### config.mk
export PLATFORM = sky130hd
export DESIGN_NAME = pipelined_cla_adder
export DESIGN_NICKNAME = d
export VERILOG_FILES = /design/src/rtl/cla_pkg.sv /design/src/rtl/cla_slice.sv /design/src/rtl/pipelined_cla_adder.sv
export SDC_FILE = /design/constraint.sdc
export NUM_CORES = 1
export LEC_CHECK = 0
export CAP_MARGIN = 20
export CORE_MARGIN = 5
export CORE_UTILIZATION = 47
export DETAILED_ROUTE_END_ITERATION = 12
export PLACE_DENSITY = 0.79
export SETUP_SLACK_MARGIN = 0.2
export SYNTH_ARGS = -nofsm -noshare
export SYNTH_HDL_FRONTEND = slang
export SYNTH_HIERARCHICAL = 1
export SYNTH_SLANG_ARGS = --single-unit
### constraint.sdc
create_clock -name clk -period 4.65 [get_ports clk]
set_input_delay 0.93 -clock clk [delete_from_list [all_inputs] [get_ports clk]]
set_output_delay 0.93 -clock clk [all_outputs]
set_load 0.02 [all_outputs]
### src/rtl/cla_pkg.sv
// Shared helpers for the pipelined carry-lookahead adder: group lookahead
// function and derived-geometry helpers.
package cla_pkg;

  localparam int MAX_BLOCK = 16;

  typedef struct packed {
    logic                 g;
    logic                 p;
    logic [MAX_BLOCK-1:0] sum;
  } grp_t;

  // Group generate/propagate plus sum for the low n bits.
  function automatic grp_t cla_group(input logic [MAX_BLOCK-1:0] a,
                                     input logic [MAX_BLOCK-1:0] b,
                                     input logic c,
                                     input int n);
    grp_t r;
    logic cc;
    r   = '0;
    r.p = 1'b1;
    cc  = c;
    for (int i = 0; i < MAX_BLOCK; i++) begin
      if (i < n) begin
        r.sum[i] = a[i] ^ b[i] ^ cc;
        cc       = (a[i] & b[i]) | ((a[i] ^ b[i]) & cc);
        r.g      = (a[i] & b[i]) | ((a[i] ^ b[i]) & r.g);
        r.p      = r.p & (a[i] ^ b[i]);
      end
    end
    return r;
  endfunction

  function automatic int slice_w(input int width, input int stages);
    return width / stages;
  endfunction

  function automatic int groups(input int sw, input int block);
    return sw / block;
  endfunction

endpackage

### src/rtl/cla_slice.sv
// Combinational SW-bit carry-lookahead slice: BLOCK-bit groups joined by a
// group-level lookahead carry chain.
module cla_slice
  import cla_pkg::*;
#(
  parameter int SW    = 16,
  parameter int BLOCK = 4
) (
  input  logic [SW-1:0] a,
  input  logic [SW-1:0] b,
  input  logic          cin,
  output logic [SW-1:0] sum,
  output logic          cout,
  output logic          c_top
);

  localparam int GROUPS = groups(SW, BLOCK);

  logic [GROUPS:0] gc;

  always_comb begin
    grp_t                 r_gp;
    grp_t                 r_sum;
    logic [MAX_BLOCK-1:0] ea;
    logic [MAX_BLOCK-1:0] eb;
    gc    = '0;
    sum   = '0;
    gc[0] = cin;
    for (int g = 0; g < GROUPS; g++) begin
      ea = '0;
      eb = '0;
      ea[BLOCK-1:0] = a[g*BLOCK +: BLOCK];
      eb[BLOCK-1:0] = b[g*BLOCK +: BLOCK];
      // G/P do not depend on the incoming carry, so the group carries resolve first.
      r_gp      = cla_group(ea, eb, 1'b0, BLOCK);
      gc[g+1]   = r_gp.g | (r_gp.p & gc[g]);
      r_sum     = cla_group(ea, eb, gc[g], BLOCK);
      sum[g*BLOCK +: BLOCK] = r_sum.sum[BLOCK-1:0];
    end
  end

  assign cout  = gc[GROUPS];
  // Carry into the top bit recovered from its sum bit.
  assign c_top = sum[SW-1] ^ a[SW-1] ^ b[SW-1];

endmodule

### src/rtl/pipelined_cla_adder.sv
// Pipelined CLA adder/subtractor: STAGES registered slices, carry crossing
// slice boundaries through registers, valid/ready on both sides.
module pipelined_cla_adder
  import cla_pkg::*;
#(
  parameter int WIDTH  = 32,
  parameter int BLOCK  = 4,
  parameter int STAGES = 2
) (
  input  logic             clk,
  input  logic             rst,
  input  logic             in_valid,
  output logic             in_ready,
  input  logic [WIDTH-1:0] a,
  input  logic [WIDTH-1:0] b,
  input  logic             cin,
  input  logic             sub,
  output logic             out_valid,
  input  logic             out_ready,
  output logic [WIDTH-1:0] sum,
  output logic             cout,
  output logic             ovf
);

  localparam int SW = slice_w(WIDTH, STAGES);

  if (WIDTH % (BLOCK * STAGES) != 0) begin : g_bad_geometry
    $fatal(1, "WIDTH must be a multiple of BLOCK*STAGES");
  end
  if (BLOCK > MAX_BLOCK) begin : g_bad_block
    $fatal(1, "BLOCK exceeds MAX_BLOCK");
  end

  typedef struct packed {
    logic [WIDTH-1:0] a;
    logic [WIDTH-1:0] b;
    logic [WIDTH-1:0] sum;
    logic             carry;
    logic             msbc;
  } pay_t;

  // Handshake: a beat moves into stage k when adv[k]; adv ripples back from
  // the output so a stage frees up in the same cycle its occupant leaves.
  logic [STAGES-1:0] v;
  logic [STAGES-1:0] adv;

  always_comb begin
    adv = '0;
    adv[STAGES-1] = !v[STAGES-1] || out_ready;
    for (int k = STAGES - 2; k >= 0; k--) begin
      adv[k] = !v[k] || adv[k+1];
    end
  end

  assign in_ready = adv[0] && !rst;

  for (genvar k = 0; k < STAGES; k++) begin : g_stage
    pay_t        src;
    pay_t        nxt;
    pay_t        pq;
    logic        vin;
    logic        vq;
    logic [SW-1:0] s_sum;
    logic        s_cout;
    logic        s_ctop;

    if (k == 0) begin : g_head
      // Subtraction folds in here: invert B and the carry-in once at entry.
      assign src = '{a: a, b: b ^ {WIDTH{sub}}, sum: '0, carry: cin ^ sub, msbc: 1'b0};
      assign vin = in_valid;
    end else begin : g_body
      assign src = g_stage[k-1].pq;
      assign vin = v[k-1];
    end

    cla_slice #(.SW(SW), .BLOCK(BLOCK)) u_slice (
      .a    (src.a[k*SW +: SW]),
      .b    (src.b[k*SW +: SW]),
      .cin  (src.carry),
      .sum  (s_sum),
      .cout (s_cout),
      .c_top(s_ctop)
    );

    always_comb begin
      nxt                  = src;
      nxt.sum[k*SW +: SW]  = s_sum;
      nxt.carry            = s_cout;
      nxt.msbc             = s_ctop;
    end

    always_ff @(posedge clk or posedge rst) begin
      if (rst) begin
        vq <= 1'b0;
        pq <= '0;
      end else if (adv[k]) begin
        vq <= vin;
        pq <= nxt;
      end
    end

    assign v[k] = vq;
  end

  assign out_valid = v[STAGES-1];
  assign sum       = g_stage[STAGES-1].pq.sum;
  assign cout      = g_stage[STAGES-1].pq.carry;
  assign ovf       = g_stage[STAGES-1].pq.msbc ^ g_stage[STAGES-1].pq.carry;

endmodule

==> implementation parameters, run 1 <==
Parameter                              Value

Hold path
  Worst min path class    register to register
  Worst Min Path Start    g_stage[0].pq[3]

Status
  Status    finished clean

Finish
  Final Net Count    586
  Antenna diode instance count    0
  Fraction of final layout cells with drive strength greater than 1    23.0%
  Area growth syn-to-layout    20.1%
  Cell area after layout    6320 um^2

Power
  Areal power density over the cells    454 nW/um^2
  Total leakage power    2.83 nW
  Worst vdd rail ir drop    205 uV

Detailed routing
  Detailed-route via count    3055
  Router iterations before antenna repair    4
  Number of remaining DRC errors    0
  Iteration-0 DRC Markers    94
  Routed WL    10100 um
  Average routed wire per standard cell    16.8 um
  Vias per std cell    about 5.0
  Remaining antenna violation count    0

Setup path
  Crit-path max FO    2
  Critical path data arrival time    4.17 ns
  Slowest cell on crit path    sky130_fd_sc_hd__clkdlybuf4s50_1
  CP Data Required Time    between 4 and 5 ns
  Cell-by-cell trace of the critical path    clkdlybuf4s50_1 -> xor2_1 -> ha_1 -> a21oi_1 -> nor2b_1 -> o31ai_2 -> nand3_1 -> fa_1 -> fa_1 -> fa_1 -> xor2_1 -> mux2_2
  Worst setup path category    primary input to register
  Startpoint of the worst register-to-register path    g_stage[0].pq[82]
  Maximum cell stage delay along the critical path    0.47 ns
  Setup crit start kind    primary input
  Crit. Startpoint    b[2]
  Endpoint type of the worst setup path    register
  Most frequent CP cell    sky130_fd_sc_hd__fa_1

GRT
  Pin count of the biggest net entering global routing    51
  Global-route wire length before repair    16800 um
  Overall routing resource usage    16.2%
  Congestion Overflow GR    0
  Via count of the first global-routing pass    3398
  Number of antenna violations at the first check in global routing    0

STA
  Hold slack    between 0.5 and 0.6 ns
  Worst-case clock skew    0.00902 ns
  Setup slack of the critical path after layout    0.719 ns
  Final Hold Viols    0
  Relative slew slack    roughly 29%
  Final worst-path cycle share    84.5%
  Tightest Pin Transition    1.06 ns
  Final-report setup violation count    0
  Highest clock rate    0.254 GHz
  Final Max Tran Viols    0
  Total negative slack for setup checks    0 ns
  Min cycle time layout    between 3 and 4 ns
  Setup repair after global routing missed its margin    false

Die
  Die width    116 um
  Initial cell density of the core    48.4%
  Die Area    13400 um^2
  Row Count    38
  Area of the core    between 10000 and 15000 um^2
  I/O Pins    around 110
  DIE HEIGHT    116 um

Clocking
  Register clock-pin slew on the reported worst setup and hold paths    0.09 ns
  Post-CTS Setup Inserts    0
  H-tree Lvls    3
  Clock Latency Late Sink    0.36 ns
  Clock root buffer    sky130_fd_sc_hd__clkbuf_8
  Clock buffers created by TritonCTS    9
  Cts repair resizes    0
  Max clock buf depth    2
  CTS tree    built
  CTS Sinks    85
  Number of hold buffers added after cts    0

Placement
  Placed standard-cell area    6120 um^2
  Post-placement worst setup slack    between 0.3 and 0.4 ns
  Detailed-placement wirelength estimate    7650 um
  GPL Wtd Cong    0.884
  Number of buffers inserted by port buffering    105

Run
  Max-cap violation count    0

Yosys
  Synth Instances    384
  Number of warnings printed during yosys synthesis    6
  Synthesized netlist net count    510
  Cell area after synthesis    5270 um^2
  Average size of a mapped cell    13.7 um^2
-- per-layer routing --
| metal | global-route usage, % | up-vias | part of all wire (%) | wire, um |
|---|---|---|---|---|
| li1 | - | 1420 | - | - |
| met1 | 20.6 | 1536 | 43 | 4340 |
| met2 | 26.5 | 85 | 48 | 4900 |
| met3 | 3.97 | 14 | 6.7 | 683 |
| met4 | 6.73 | 0 | 2.0 | 206 |
| met5 | 0 | - | 0 | 0 |
-- cell type report --
class | instances | area, um^2
fill | 901 | 4560
multi-input combinational | 241 | 2680
sequential | 85 | 2130
timing repair buffer | 110 | 1080
tap | 140 | 175
clock buffer | 11 | 131
clock inverter | 5 | 75.1
inverter | 13 | 50.0
-- power breakdown --
group          leakage, nW  total [mW]  switching, mW  internal (mW)
combinational         1.73        1.20          0.515          0.685
sequential           0.989        1.11          0.150          0.964
clock                0.107       0.556          0.255          0.300
total                 2.83        2.87          0.920           1.95
-- stage by stage --
step | util (%) | total power, mW | std cells
6_report | 58.1 | 2.87 | 605
3_5_place_dp | 56.2 | 2.34 | 589
2_1_floorplan | - | 2.04 | 384
5_1_grt | 58.1 | 3.07 | 605
4_1_cts | 58.1 | 2.92 | 605
3_3_place_gp | 56.2 | 2.31 | 589
-- state kept, by name, summed over array words and instances (netlist names) --
register and cells:
out_valid 1, g_stage.vq 1, sum 32, g_stage.pq 50, cout 1
-- worst max-delay path, delay by kind of cell --
kind	cells	cell delay, ns
muxes	1	0.25
AOI/OAI and AO/OA	2	0.32
adders and majority gates	4	1.51
buffers and inverters	1	0.47
and+or+nand+nor	2	0.27
xor gates and xnor gates	2	0.42
-- cells in the final DEF (no fill, tap or decap), types with 3 or more instances in the layout --
cell type                         count
sky130_fd_sc_hd__a21o_1               3
sky130_fd_sc_hd__a21oi_1             10
sky130_fd_sc_hd__and4_1               3
sky130_fd_sc_hd__buf_4                5
sky130_fd_sc_hd__clkbuf_8             9
sky130_fd_sc_hd__clkdlybuf4s50_1    104
sky130_fd_sc_hd__clkinv_2             4
sky130_fd_sc_hd__dfrtp_1             85
sky130_fd_sc_hd__fa_1                24
sky130_fd_sc_hd__ha_1                32
sky130_fd_sc_hd__inv_1               12
sky130_fd_sc_hd__mux2_1               4
sky130_fd_sc_hd__mux2_2              50
sky130_fd_sc_hd__mux2_4              29
sky130_fd_sc_hd__nand2_1              5
sky130_fd_sc_hd__nand3_1              3
sky130_fd_sc_hd__nor2_1               6
sky130_fd_sc_hd__nor2b_1              5
sky130_fd_sc_hd__nor3_1               3
sky130_fd_sc_hd__xor2_1              42
-- final timing paths --
check	to	slack [ns]	depth (start not counted)
worst max-delay path	g_stage[0].pq[17]	0.72	12
worst min-delay path	sum[1]	0.50	1
worst max register to register	g_stage[1].pq[0]	1.35	11
worst min register to register	sum[1]	0.50	1
max in group asynchronous	g_stage[0].pq[3]	2.66	4
min in group asynchronous	sum[31]	1.03	3
(Power assumes the default switching activity.)
==> run 2, diff against run 1 <==
==> constraint.sdc (replaced) <==
create_clock -name clk -period 3.85 [get_ports clk]
set_input_delay 0.77 -clock clk [delete_from_list [all_inputs] [get_ports clk]]
set_output_delay 0.77 -clock clk [all_outputs]
set_load 0.02 [all_outputs]
==> run 2 against run 1 <==
Combinational power is 27% higher. Register-to-register slack worse by 0.81 ns. Non-clock buffer count grew 20. Via count grew 3.9%. Sequential share of layout area is 1.3 points lower. Clock-buffer cell count fell by 1. Global-route usage rose by 0.50 points. Critical path depth fell by 1. Highest routed layer unchanged.
==> implementation parameters, run 2 (synthesis gave the netlist of run 1 again) <==
Parameter                              Value

Power
  Worst vdd rail ir drop    ~340 uV
  Areal power density over the cells    516 nW/um^2
  Total leakage power    3.03 nW

STA
  Min cycle time layout    3.62 ns
  Tightest Pin Transition    0.694 ns
  Setup slack of the critical path after layout    0.235 ns
  Highest clock rate    around 0.28 GHz
  Relative slew slack    53.8%
  Final-report setup violation count    0
  Final worst-path cycle share    between 90% and 100%
  Final Max Tran Viols    0
  Setup repair after global routing missed its margin    false
  Final Hold Viols    0
  Worst-case clock skew    ~0.0077 ns

Placement
  Detailed-placement wirelength estimate    8090 um
  GPL Wtd Cong    0.809
  Number of buffers inserted by port buffering    105
  Post-placement worst setup slack    -0.261 ns
  Placed standard-cell area    6260 um^2
  Dpl cells    602

Detailed routing
  Routed WL    about 11000 um
  Vias per std cell    about 5
  Remaining antenna violation count    0
  Number of remaining DRC errors    0
  Iteration-0 DRC Markers    93
  Detailed-route via count    approximately 3200
  Router iterations before antenna repair    4
  Average routed wire per standard cell    ~18 um

Die
  DIE HEIGHT    116 um
  Die Area    ~13000 um^2
  Area of the core    10900 um^2
  Die width    116 um
  Row Count    38
  Initial cell density of the core    about 48%
  I/O Pins    106

Finish
  Commonest non-fill, non-tap cells in the layout    sky130_fd_sc_hd__clkdlybuf4s50_1 (93), sky130_fd_sc_hd__dfrtp_1 (85), sky130_fd_sc_hd__mux2_2 (49), sky130_fd_sc_hd__xor2_1 (35), sky130_fd_sc_hd__ha_1 (32)
  Max reg flops    50
  Top reg by flops    g_stage.pq
  Cell area after layout    6580 um^2
  Fraction of final layout cells with drive strength greater than 1    30.3%
  Area growth syn-to-layout    25.0%
  Final cell count without fillers    622
  Commonest non-fill, non-tap cell in the layout    sky130_fd_sc_hd__clkdlybuf4s50_1
  Final Net Count    606
  Antenna diode instance count    0
  Fill cell instance count of the final layout    863

Hold path
  Worst min path class    register to register

GRT
  Congestion Overflow GR    0
  Pin count of the biggest net entering global routing    51
  Global-route wire length before repair    17500 um
  Via count of the first global-routing pass    3661
  Number of antenna violations at the first check in global routing    0
  Overall routing resource usage    16.7%

Status
  Status    finished clean

Clocking
  CTS Sinks    85
  Register clock-pin slew on the reported worst setup and hold paths    0.08 ns
  CTS tree    built
  Clock root buffer    sky130_fd_sc_hd__clkbuf_8
  Clock buffers created by TritonCTS    9
  H-tree Lvls    3
  Clock Latency Late Sink    between 0.3 and 0.4 ns
  Max clock buf depth    2

Run
  Max-cap violation count    0

Setup path
  Worst setup path category    primary input to register
  Critical R2R Capture    g_stage[1].pq[0]
  Crit-path max FO    2
  Critical path data arrival time    3.84 ns
  Startpoint of the worst register-to-register path    g_stage[0].pq[82]
  FF-to-FF path depth    11
  Endpoint type of the worst setup path    register
  Setup crit start kind    primary input
  Destination of the critical timing path    g_stage[0].pq[17]
  Crit. Startpoint    a[9]
  Reg2reg setup slack    0.54 ns
  CP Data Required Time    slightly above 4 ns
[run 2: final cells by class]
| cell class | instances | area (um^2) | share of cell area, % |
|---|---|---|---|
| clock buffers | 10 | 138 | 2.09 |
| inverters | 13 | 52.6 | 0.798 |
| flip-flops and latches | 85 | 2130 | 32.3 |
| multi-input cells | 241 | 2800 | 42.5 |
| well taps | 140 | 175 | 2.66 |
| clock inverters | 3 | 15.0 | 0.228 |
| repair buffers | 130 | 1280 | 19.4 |
[run 2: critical path, stage by stage]
cell,delay (ns)
sky130_fd_sc_hd__clkdlybuf4s50_1,0.47
sky130_fd_sc_hd__ha_1,0.35
sky130_fd_sc_hd__and4_1,0.22
sky130_fd_sc_hd__nor2b_4,0.14
sky130_fd_sc_hd__o31ai_4,0.07
sky130_fd_sc_hd__nand3_2,0.16
sky130_fd_sc_hd__fa_2,0.43
sky130_fd_sc_hd__fa_2,0.41
sky130_fd_sc_hd__fa_2,0.40
sky130_fd_sc_hd__xor2_1,0.16
sky130_fd_sc_hd__mux2_4,0.26
[run 2: stage by stage]
step / hold slack (ns) / total power [mW] / TNS, ns / util, %
2_1_floorplan: 0.465 / 2.46 / 0 / -
3_3_place_gp: 0.475 / 2.81 / -0.601 / 57.5
3_5_place_dp: 0.485 / 2.87 / -0.967 / 57.5
4_1_cts: 0.504 / 3.41 / 0 / 59.0
5_1_grt: 0.528 / 3.62 / 0 / 60.5
6_report: 0.497 / 3.40 / 0 / 60.5
[run 2: worst min path at each step]
stage / from / end / slack, ns / cells past startpoint
6_report: g_stage[0].pq[85] / g_stage[0].pq[85] / 0.50 / 1
5_1_grt: sum[10] / sum[10] / 0.53 / 1
4_1_cts: g_stage[0].pq[85] / g_stage[0].pq[85] / 0.50 / 1
3_5_place_dp: g_stage[0].pq[85] / g_stage[0].pq[85] / 0.49 / 1
3_3_place_gp: g_stage[0].pq[85] / g_stage[0].pq[85] / 0.48 / 1
2_1_floorplan: g_stage[0].pq[85] / g_stage[0].pq[85] / 0.46 / 1
[run 2: routing by layer]
layer  vias to the layer above  global-route usage (%)  share of wire, %
li1                       1460                       -                 -
met1                      1618                    22.1                44
met2                        84                    27.7                49
met3                        12                    3.13               5.6
met4                         0                    5.65               1.4
met5                         -                       0                 0
[run 2: where the power goes]
group	switching, mW	total [mW]	internal (mW)
Sequential	0.183	1.35	1.17
Combinational	0.655	1.52	0.867
Clock	0.288	0.526	0.238
[run 2: repair_timing]
action / 4_1_cts / 5_1_grt
hold buffers: 0 / 0
resized for setup: 1 / 29
setup endpoints to repair: 2 / 6
buffers inserted: 0 / 7
pin swaps: 0 / 25
==> run 3, diff against run 2 <==
--- a/config.mk
+++ b/config.mk
@@ -13,5 +13,4 @@
 export SETUP_SLACK_MARGIN = 0.2
 export SYNTH_ARGS = -nofsm -noshare
 export SYNTH_HDL_FRONTEND = slang
-export SYNTH_HIERARCHICAL = 1
 export SYNTH_SLANG_ARGS = --single-unit
==> run 3 against run 2 <==
Worst setup slack better by 0.099 ns. Sequential power shrank 4%. Die area shrank 3.4%. Hold slack got worse by 0.011 ns. First-iteration DRC count down 22%. Clock-buffer cell count rose by 3. Clock skew is 0.0019 ns higher. Maximum frequency rose by 2.8%. Register-to-register slack lost 0.11 ns. Synthesized cell count rose by 17%. Sequential cell count stayed put.
==> implementation parameters, run 3 <==
Parameter                              Value

STA
  Worst-case clock skew    between 0.009 and 0.01 ns
  Final Hold Viols    0
  Tightest Pin Transition    1.06 ns
  Highest clock rate    0.284 GHz
  Min cycle time layout    3.52 ns
  Final Max Tran Viols    0
  Final-report setup violation count    0
  Final worst-path cycle share    91.3%
  Setup repair after global routing missed its margin    false
  Relative slew slack    roughly 30%

Die
  Row Count    38
  Die width    114 um
  I/O Pins    around 110
  Die Area    13000 um^2
  Initial cell density of the core    47.4%
  Area of the core    ~11000 um^2
  DIE HEIGHT    about 110 um

Yosys
  Cell accounting for the most synthesized area    sky130_fd_sc_hd__dfrtp_1
  Number of warnings printed during yosys synthesis    0
  Cell with the most instances after synthesis    sky130_fd_sc_hd__dfrtp_1
  Synth Instances    between 400 and 500
  Top cells by area in the synthesized netlist    sky130_fd_sc_hd__dfrtp_1 (42%), sky130_fd_sc_hd__mux2_1 (9.5%), sky130_fd_sc_hd__fa_1 (9.5%), sky130_fd_sc_hd__ha_1 (7.9%), sky130_fd_sc_hd__a21oi_1 (4.8%)
  Main synth FF type    sky130_fd_sc_hd__dfrtp_1
  Share of Yosys cell area claimed by the top area cell type    around two fifths
  Count of unique library cells instantiated by Yosys    40
  Synthesized netlist net count    577
  Number of flip-flops and latches in the synthesized netlist    85
  Average size of a mapped cell    11.2 um^2
  Post-synth EDFFs    0
  Async S/R FF share, synth    between 90% and 100%
  Most frequent cells after synthesis    sky130_fd_sc_hd__dfrtp_1 (85), sky130_fd_sc_hd__a21oi_1 (49), sky130_fd_sc_hd__mux2_1 (43)
  Cell area after synthesis    roughly 5000 um^2
  Sequential area share after synthesis    41.9%

GRT
  Met2 routing resource usage after global routing    30.8%
  Number of antenna violations at the first check in global routing    1
  Via count of the first global-routing pass    3727
  Congestion Overflow GR    0
  Global-route wire length before repair    18000 um
  Most used routing layer    met2
  Overall routing resource usage    17.5%
  GRT met3 Usage    4.08%
  Pin count of the biggest net entering global routing    85
  Met1 demand-to-capacity share in global routing    21.3%

Finish
  Antenna diode instance count    0
  Final design utilization    between 50 and 60%
  Cell area after layout    about 6200 um^2
  Final Net Count    652
  Commonest non-fill, non-tap cell in the layout    sky130_fd_sc_hd__clkdlybuf4s50_1
  Area growth syn-to-layout    23.0%
  Fraction of final layout cells with drive strength greater than 1    7.75%
  Top reg by flops    g_stage.pq
  Max reg flops    50
  Commonest non-fill, non-tap cells in the layout    sky130_fd_sc_hd__clkdlybuf4s50_1 (104), sky130_fd_sc_hd__dfrtp_1 (85), sky130_fd_sc_hd__a21oi_1 (49), sky130_fd_sc_hd__mux2_1 (43), sky130_fd_sc_hd__nor2_1 (40)

Setup path
  Count of buffering cells on the critical path with inverters included    1
  Cell type group with the largest total delay on the critical path    adder cells
  Most frequent CP cell    sky130_fd_sc_hd__fa_1
  Worst setup path category    primary input to register
  Critical path data arrival time    3.71 ns
  Cell-by-cell trace of the critical path    clkdlybuf4s50_1 -> xor2_1 -> ha_1 -> a21oi_1 -> a21boi_1 -> or3_4 -> a211oi_2 -> fa_1 -> fa_1 -> fa_1 -> xor2_1 -> a21oi_1
  Slowest cell on crit path    sky130_fd_sc_hd__clkdlybuf4s50_1
  Maximum cell stage delay along the critical path    0.41 ns
  Crit-path max FO    3
  Endpoint type of the worst setup path    register
  Setup crit start kind    primary input
  CP Data Required Time    4.04 ns

Placement
  Number of buffers inserted by port buffering    105
  Placed standard-cell area    6030 um^2
  Detailed-placement wirelength estimate    approximately 8100 um
  GPL Wtd Cong    0.848

Power
  Switching part of the total power    roughly 34%
  Clk pwr share    20.1%
  Combinational cell fraction of total power    39.4%
  Share of power burned in registers    40.5%
  Areal power density over the cells    515 nW/um^2
  Int Power    2.13 mW
  Switch Pwr    1.08 mW
  Worst vdd rail ir drop    237 uV
  Total leakage power    ~2.7 nW

Clocking
  Register clock-pin slew on the reported worst setup and hold paths    0.08 ns
  Clock root buffer    sky130_fd_sc_hd__clkbuf_8
  Clock Latency Late Sink    0.35 ns
  CTS tree    built
  H-tree Lvls    3
  Number of hold buffers added after cts    0
  Max clock buf depth    2
  Clock buffers created by TritonCTS    9
  CTS Sinks    85

Status
  Status    finished clean

Detailed routing
  Iteration-0 DRC Markers    73
  Router iterations before antenna repair    4
  Detailed-route via count    3385
  Remaining antenna violation count    0
  Vias per std cell    5.06
  Number of remaining DRC errors    0
  Routed WL    10600 um
  Average routed wire per standard cell    between 15 and 20 um

Run
  Max-cap violation count    0

Hold path
  Worst min path class    register to register
[run 3: metrics by stage]
| step | TNS (ns) | power, mW | instances | setup WS (ns) | hold WS [ns] |
|---|---|---|---|---|---|
| floorplan | 0 | 2.22 | 451 | 0.318 | 0.449 |
| global placement | 0 | 2.55 | 654 | 0.0692 | 0.462 |
| detailed placement | -0.00977 | 2.60 | 654 | -0.00977 | 0.472 |
| CTS | 0 | 3.26 | 668 | 0.374 | 0.492 |
| global route | 0 | 3.44 | 669 | 0.208 | 0.507 |
| finish | 0 | 3.22 | 669 | 0.333 | 0.486 |
[run 3: cell type report]
cell class	instances	area [um^2]
clock inverters	1	30.0
clock buffers	13	169
repair buffers	114	1110
inverters	34	131
flip-flops and latches	85	2130
multi-input cells	282	2490
well taps	140	175
fillers	910	4460
[run 3: power by group through the flow]
stage	logic, mW	registers (mW)	clock network (mW)
6_report	1.27	1.30	0.647
5_1_grt	1.40	1.34	0.700
4_1_cts	1.29	1.31	0.667
3_5_place_dp	1.28	1.32	0
3_3_place_gp	1.24	1.31	0
2_1_floorplan	0.946	1.27	0
[run 3: final timing paths]
kind                       slack, ns  cells past startpoint               from           endpoint
min in group asynchronous       0.91                      3                rst  g_stage[0].pq[58]
min reg2reg                     0.49                      1             sum[9]             sum[9]
max reg2reg                     0.43                     11  g_stage[0].pq[87]   g_stage[1].pq[0]
min                             0.49                      1             sum[9]             sum[9]
max                             0.33                     12               b[2]  g_stage[0].pq[17]
max in group asynchronous       1.95                      4                rst  g_stage[0].pq[12]
[run 3: repair_timing]
| action | in CTS | in global routing |
|---|---|---|
| endpoints found under the setup margin | 0 | 2 |
| buffers inserted | 0 | 1 |
| gates resized for setup | 0 | 1 |
[run 3: cells by family after synthesis]
logic type               share of synthesized area (%)
AO/OA/AOI/OAI                                     7.90
AND/OR/NAND/NOR                                   6.19
multiplexers                                      9.55
flip-flops                                        41.9
buffers and inverters                             9.08
XOR/XNOR                                          7.97
adder cells (fa/ha/maj)                           17.4
[run 3: metal layers]
layer  part of all wire (%)  routed length [um]
met4                    1.1                 118
met2                     50                5320
met3                    5.4                 567
met1                     43                4580
met5                   0.12                  13
